<file path="src/rtl/ones_comp_pkg.sv">
// Shared encodings for the bit-serial ones'-complement add/subtract stage.
package ones_comp_pkg;

    localparam logic [1:0] S_IDLE  = 2'd0;
    localparam logic [1:0] S_PASS1 = 2'd1;
    localparam logic [1:0] S_PASS2 = 2'd2;
    localparam logic [1:0] S_DONE  = 2'd3;

    localparam int DEFAULT_WIDTH = 4;

    typedef enum logic [1:0] {
        ST_IDLE  = S_IDLE,
        ST_PASS1 = S_PASS1,
        ST_PASS2 = S_PASS2,
        ST_DONE  = S_DONE
    } state_t;

endpackage

</file>
<file path="src/rtl/fulladder.sv">
// Single-bit full adder cell shared by both serial passes.
module fulladder (
    input  logic A,
    input  logic B,
    input  logic Cin,
    output logic Y,
    output logic Carry
);

    assign Y     = A ^ B ^ Cin;
    assign Carry = (A & B) | (A & Cin) | (B & Cin);

endmodule

</file>
<file path="src/rtl/ones_comp_serial_alu.sv">
// Bit-serial ones'-complement adder/subtractor: one full-adder evaluation per
// clock, first over the operands, then (only if the MSB carried out) a second
// pass that folds the end-around carry back into the partial sum.
module ones_comp_serial_alu
    import ones_comp_pkg::*;
#(
    parameter int WIDTH = DEFAULT_WIDTH
) (
    input  logic             clk,
    input  logic             reset,
    input  logic             in_valid,
    output logic             in_ready,
    input  logic [WIDTH-1:0] A,
    input  logic [WIDTH-1:0] B,
    input  logic             sub,
    output logic             out_valid,
    input  logic             out_ready,
    output logic [WIDTH-1:0] result,
    output logic             eac,
    output logic             neg_zero,
    output logic             busy
);

    localparam int IDX_W = (WIDTH > 1) ? $clog2(WIDTH) : 1;
    localparam logic [IDX_W-1:0] IDX_LAST = IDX_W'(WIDTH - 1);

    state_t           state_q, state_d;
    logic [WIDTH-1:0] opa_q, opa_d;
    logic [WIDTH-1:0] opb_q, opb_d;
    logic [WIDTH-1:0] sum_q, sum_d;
    logic [WIDTH-1:0] result_q, result_d;
    logic [IDX_W-1:0] idx_q, idx_d;
    logic             carry_q, carry_d;
    logic             eac_pend_q, eac_pend_d;
    logic             eac_q, eac_d;
    logic             nz_q, nz_d;

    logic             fa_a_s, fa_b_s, fa_y_s, fa_c_s;
    logic [WIDTH-1:0] sum_wr_s;

    // Operand mux into the shared adder: operands in PASS1, partial sum plus carry in PASS2
    always_comb begin
        fa_a_s = 1'b0;
        fa_b_s = 1'b0;
        if (state_q == ST_PASS2) begin
            fa_a_s = sum_q[idx_q];
            fa_b_s = 1'b0;
        end else begin
            fa_a_s = opa_q[idx_q];
            fa_b_s = opb_q[idx_q];
        end
    end

    fulladder u_fa (
        .A     (fa_a_s),
        .B     (fa_b_s),
        .Cin   (carry_q),
        .Y     (fa_y_s),
        .Carry (fa_c_s)
    );

    // Partial sum with the current bit replaced by the adder output
    always_comb begin
        sum_wr_s        = sum_q;
        sum_wr_s[idx_q] = fa_y_s;
    end

    // Next-state and datapath update for the serial FSM
    always_comb begin
        state_d    = state_q;
        opa_d      = opa_q;
        opb_d      = opb_q;
        sum_d      = sum_q;
        result_d   = result_q;
        idx_d      = idx_q;
        carry_d    = carry_q;
        eac_pend_d = eac_pend_q;
        eac_d      = eac_q;
        nz_d       = nz_q;
        case (state_q)
            ST_IDLE: begin
                if (in_valid) begin
                    opa_d   = A;
                    opb_d   = sub ? ~B : B;
                    sum_d   = {WIDTH{1'b0}};
                    idx_d   = {IDX_W{1'b0}};
                    carry_d = 1'b0;
                    state_d = ST_PASS1;
                end else begin
                    state_d = ST_IDLE;
                end
            end
            ST_PASS1: begin
                sum_d   = sum_wr_s;
                carry_d = fa_c_s;
                if (idx_q == IDX_LAST) begin
                    idx_d = {IDX_W{1'b0}};
                    if (fa_c_s) begin
                        // MSB carried out: add it back in at bit 0
                        eac_pend_d = 1'b1;
                        carry_d    = 1'b1;
                        state_d    = ST_PASS2;
                    end else begin
                        eac_pend_d = 1'b0;
                        carry_d    = 1'b0;
                        result_d   = sum_wr_s;
                        eac_d      = 1'b0;
                        nz_d       = &sum_wr_s;
                        state_d    = ST_DONE;
                    end
                end else begin
                    idx_d = idx_q + {{(IDX_W-1){1'b0}}, 1'b1};
                end
            end
            ST_PASS2: begin
                sum_d   = sum_wr_s;
                carry_d = fa_c_s;
                if (idx_q == IDX_LAST) begin
                    // Final carry-out cannot be set in ones' complement; drop it
                    idx_d    = {IDX_W{1'b0}};
                    carry_d  = 1'b0;
                    result_d = sum_wr_s;
                    eac_d    = eac_pend_q;
                    nz_d     = &sum_wr_s;
                    state_d  = ST_DONE;
                end else begin
                    idx_d = idx_q + {{(IDX_W-1){1'b0}}, 1'b1};
                end
            end
            ST_DONE: begin
                if (out_ready) begin
                    state_d = ST_IDLE;
                end else begin
                    state_d = ST_DONE;
                end
            end
            default: begin
                state_d = ST_IDLE;
            end
        endcase
    end

    // State and datapath registers with synchronous reset
    always_ff @(posedge clk) begin
        if (reset) begin
            state_q    <= ST_IDLE;
            opa_q      <= {WIDTH{1'b0}};
            opb_q      <= {WIDTH{1'b0}};
            sum_q      <= {WIDTH{1'b0}};
            result_q   <= {WIDTH{1'b0}};
            idx_q      <= {IDX_W{1'b0}};
            carry_q    <= 1'b0;
            eac_pend_q <= 1'b0;
            eac_q      <= 1'b0;
            nz_q       <= 1'b0;
        end else begin
            state_q    <= state_d;
            opa_q      <= opa_d;
            opb_q      <= opb_d;
            sum_q      <= sum_d;
            result_q   <= result_d;
            idx_q      <= idx_d;
            carry_q    <= carry_d;
            eac_pend_q <= eac_pend_d;
            eac_q      <= eac_d;
            nz_q       <= nz_d;
        end
    end

    assign in_ready  = (state_q == ST_IDLE);
    assign out_valid = (state_q == ST_DONE);
    assign busy      = (state_q == ST_PASS1) || (state_q == ST_PASS2);
    assign result    = result_q;
    assign eac       = eac_q;
    assign neg_zero  = nz_q;

endmodule

</file>
<file path="config.mk">
export PLATFORM = sky130hd
export DESIGN_NAME = ones_comp_serial_alu
export DESIGN_NICKNAME = d
export VERILOG_FILES = /design/src/rtl/ones_comp_pkg.sv /design/src/rtl/fulladder.sv /design/src/rtl/ones_comp_serial_alu.sv
export SDC_FILE = /design/constraint.sdc
export NUM_CORES = 1
export LEC_CHECK = 0
export ABC_AREA = 0
export CAP_MARGIN = 20
export CORE_UTILIZATION = 54
export CTS_CLUSTER_DIAMETER = 200
export DETAILED_ROUTE_END_ITERATION = 12
export GPL_ROUTABILITY_DRIVEN = 0
export PLACE_DENSITY_LB_ADDON = 0.08
export SYNTH_ARGS = -nofsm -noshare
export SYNTH_HDL_FRONTEND = slang
export SYNTH_SLANG_ARGS = --single-unit
</file>
<file path="constraint.sdc">
create_clock -name clk -period 6.8 [get_ports clk]
set_input_delay 1.7 -clock clk [delete_from_list [all_inputs] [get_ports clk]]
set_output_delay 1.7 -clock clk [all_outputs]
set_load 0.05 [all_outputs]
</file>
==> summary.txt <==
GRT
  • GR Overflow Total: 0
  • Largest net degree at the start of global routing: 26
  • Number of antenna violations at the first check in global routing: 0
  • First-pass GRT wire length: 4.305 mm
  • Vias in the first global route: 963
  • GRT Total Usage: 0.2218

Floorplanning
  • Initial Util: 0.5815
  • DIE WIDTH: 51.04 um
  • Die Area: 2605 um^2
  • Area of the core: approximately 2200 um^2
  • Cell row count: 17
  • Die Y: 51.04 um
  • I/O pin cnt: 22

Critical path
  • Worst setup path startpoint: state_q[0]$_SDFFE_PP0P_
  • Worst reg-to-reg setup slack: 3890 ps
  • Worst r2r src: idx_q[0]$_SDFFE_PP0P_
  • Worst setup SP type: register
  • CP Class: register to output port
  • Crit-path max FO: 8
  • Worst setup EP type: output port
  • Worst Path Arrival: roughly 2100 ps
  • Required @ worst endpoint: about 5000 ps

Pwr
  • Design Power: 0.5685 mW
  • Leak: 0.5837 nW
  • Maximum vdd drop: 0.0002606 V
  • Pwr per Cell Area: 362.4 nW/um^2

Clocking
  • Post-CTS sizing: 0
  • CTS tree: done
  • Clock Latency Late Sink: around 320 ps
  • Maximum buffer depth of the clock tree: 2
  • Clock-pin slew on the worst setup and hold paths: 140 ps
  • CTS H-tree lvls: 1
  • Hold-fix buffers, CTS: 0
  • Clock buffer count from CTS: 3
  • Clk root buf: clkbuf_4
  • Post-CTS Setup Repair Bufs: 0
  • Clock sinks: 24

Timing
  • Final hold violations: 0
  • FMAX: 263.5 MHz
  • Slew HR: 0.4073
  • Tcrit/Tclk final: 0.5581
  • Fin crit period: 3795 ps
  • RSZ-0062 raised after global routing: false
  • Final setup viols: 0
  • Layout Skew: 9.715 ps
  • Setup Total Neg Slack: 0 ps
  • Pins Over Slew Limit: 0
  • Worst-Margin Slew: 886.3 ps

Job
  • Max-cap violations: 0

Logic synthesis
  • Sequential element share of the synthesized area: 0.3699
  • Post-synth top flop: dfxtp_1
  • Mapped Cells: roughly 140
  • Yosys reg bits: 24
  • Fraction of synthesized area in multiplexers: 0.1089
  • Post-Synth XOR/XNOR Area: 0.02697
  • Simple-Gate Fraction of Synth Area: 0.1715
  • Synth warn: 0
  • Post-synth EDFFs: 0
  • Synth Area in Compound Gates: 0.1734
  • Post-synthesis adder-cell area fraction: 0.1021
  • Post-synthesis cell type count: 32
  • Synth async-reset ratio: 0
  • Cell area after synthesis: about 1300 um^2
  • Avg Synthesized Cell Area: 9.082 um^2
  • Largest family of logic cells by synthesized area: compound AO/OA/AOI/OAI gates
  • Synthesized net count: 166

Final layout
  • Share of layout cells above drive strength 1: 0.03704
  • FF/Latch Area: a little under 500 um^2
  • Cell Count, Final, Fillers Out: 190
  • Layout net count: 186
  • Antenna cells: 0
  • Area of the multi-input gates: 757.0 um^2
  • Syn-to-layout area delta: 20.81%
  • Fill cells: 179
  • Core Util, Final: 0.7025

Worst hold path
  • Hold Startpoint: opa_q[0]$_SDFFE_PP0P_
  • Min-Delay Path Class: register to register

Outcome
  • Outcome: completed

Placement
  • Inst Count DP: 186
  • Port buffer count: 21
  • Hpwl dp: 1.865 mm

Routing
  • Remaining antenna violation count: 0
  • Via/cell ratio: 5.679
  • Drt wl/cell: 13.02 um
  • Detailed-route via count: 1079
  • Drt first pass iters: 4
  • DRC: 0
  • DR iter-0 viols: 26
  • Wirelength, routed: 2.473 mm
-- report_power, final --
| group | switching, mW | internal, mW |
|---|---|---|
| logic | 0.165 | 0.111 |
| clock network | 0.0443 | 0.0597 |
| registers | 0.0227 | 0.165 |
| total | 0.232 | 0.336 |
-- per-layer routing --
metal / up-vias / GRT usage / share of wire / routed length (um)
met5: - / 0 / 0 / 0
met4: 0 / 0.09259 / 0.010 / 25
met3: 3 / 0.03869 / 0.051 / 126
met2: 41 / 0.3706 / 0.49 / 1207
met1: 485 / 0.2793 / 0.45 / 1114
li1: 550 / - / - / -
-- synth_stat cells, types with 3 or more instances --
cell type	number	area [um^2]
inv_1	9	33.78
mux4_1	3	78.83
a21oi_1	14	70.07
o21ai_0	7	35.03
dfxtp_1	24	480.5
ha_1	9	112.6
mux2i_1	4	40.04
nor2_1	12	45.04
nor3b_1	3	22.52
nand2_1	14	52.55
nor3_1	3	15.01
nand3_1	3	15.01
a211oi_1	7	52.55
xnor2_1	4	35.03
clkbuf_1	4	15.01
-- cell type report --
class                           count  area share
Clock inverter                      1     0.01914
Sequential cell                    24      0.3062
Inverter                            9     0.02153
Clock buffer                        3     0.01435
Timing Repair Buffer               21      0.1340
Tap cell                           28     0.02233
Multi-Input combinational cell    104      0.4825
-- per-stage QoR --
step / hold slack, ps / cell area (um^2) / setup WS [ps]
2_1_floorplan: 431.5 / 1299 / 4025
3_3_place_gp: 440.8 / 1516 / 3432
3_5_place_dp: 451.5 / 1516 / 3379
4_1_cts: 470.5 / 1569 / 3003
5_1_grt: 497.1 / 1569 / 2883
6_report: 465.1 / 1569 / 3005
-- registers in the layout, summed over array words and instances, names as in the netlist --
| name | flops |
|---|---|
| idx_q | 2 |
| sum_q | 4 |
| eac | 1 |
| carry_q | 1 |
| eac_pend_q | 1 |
| neg_zero | 1 |
| state_q | 2 |
| result | 4 |
| opb_q | 4 |
| opa_q | 4 |
-- final timing paths --
check	to	depth (start not counted)
hold reg to reg	opa_q[0]$_SDFFE_PP0P_	2
setup / recovery	busy	3
hold / removal	opa_q[0]$_SDFFE_PP0P_	2
setup reg to reg	result[3]$_SDFFE_PP0P_	7
-- logic make-up (layout without fill, tap and decap cells) --
family | after synthesis | count (layout)
compound gates | 36 | 36
xor+xnor | 4 | 4
fa+ha+maj | 10 | 10
buf+inv | 15 | 34
flops | 24 | 24
mux | 9 | 9
simple gates | 45 | 45
-- cells in the final DEF, fill, tap and decap left out --
cell	instances
nand4bb_1	1
a22oi_1	2
xnor2_1	4
mux4_1	3
o22ai_1	1
nor2_1	12
nand3_1	3
mux2i_1	4
a221o_1	1
inv_1	9
and2b_1	2
and2_1	1
nand2_1	14
and3b_1	1
o21ai_0	7
clkbuf_4	3
nor2b_1	2
or2_0	1
mux2_2	2
dfxtp_1	24
nor3b_1	3
nor3_1	3
ha_1	9
a32o_1	1
a211oi_1	7
o2111ai_1	2
clkdlybuf4s50_1	21
a2111oi_0	1
a21oi_1	14
bufinv_16	1
fa_1	1
nand2b_1	2
-- worst max-delay path, cell delays in order (launching register included) --
cell and delay [ps]:
dfxtp_1 430, inv_1 110, ha_1 400, clkdlybuf4s50_1 840
No activity file was read; power rests on OpenSTA's default activity.
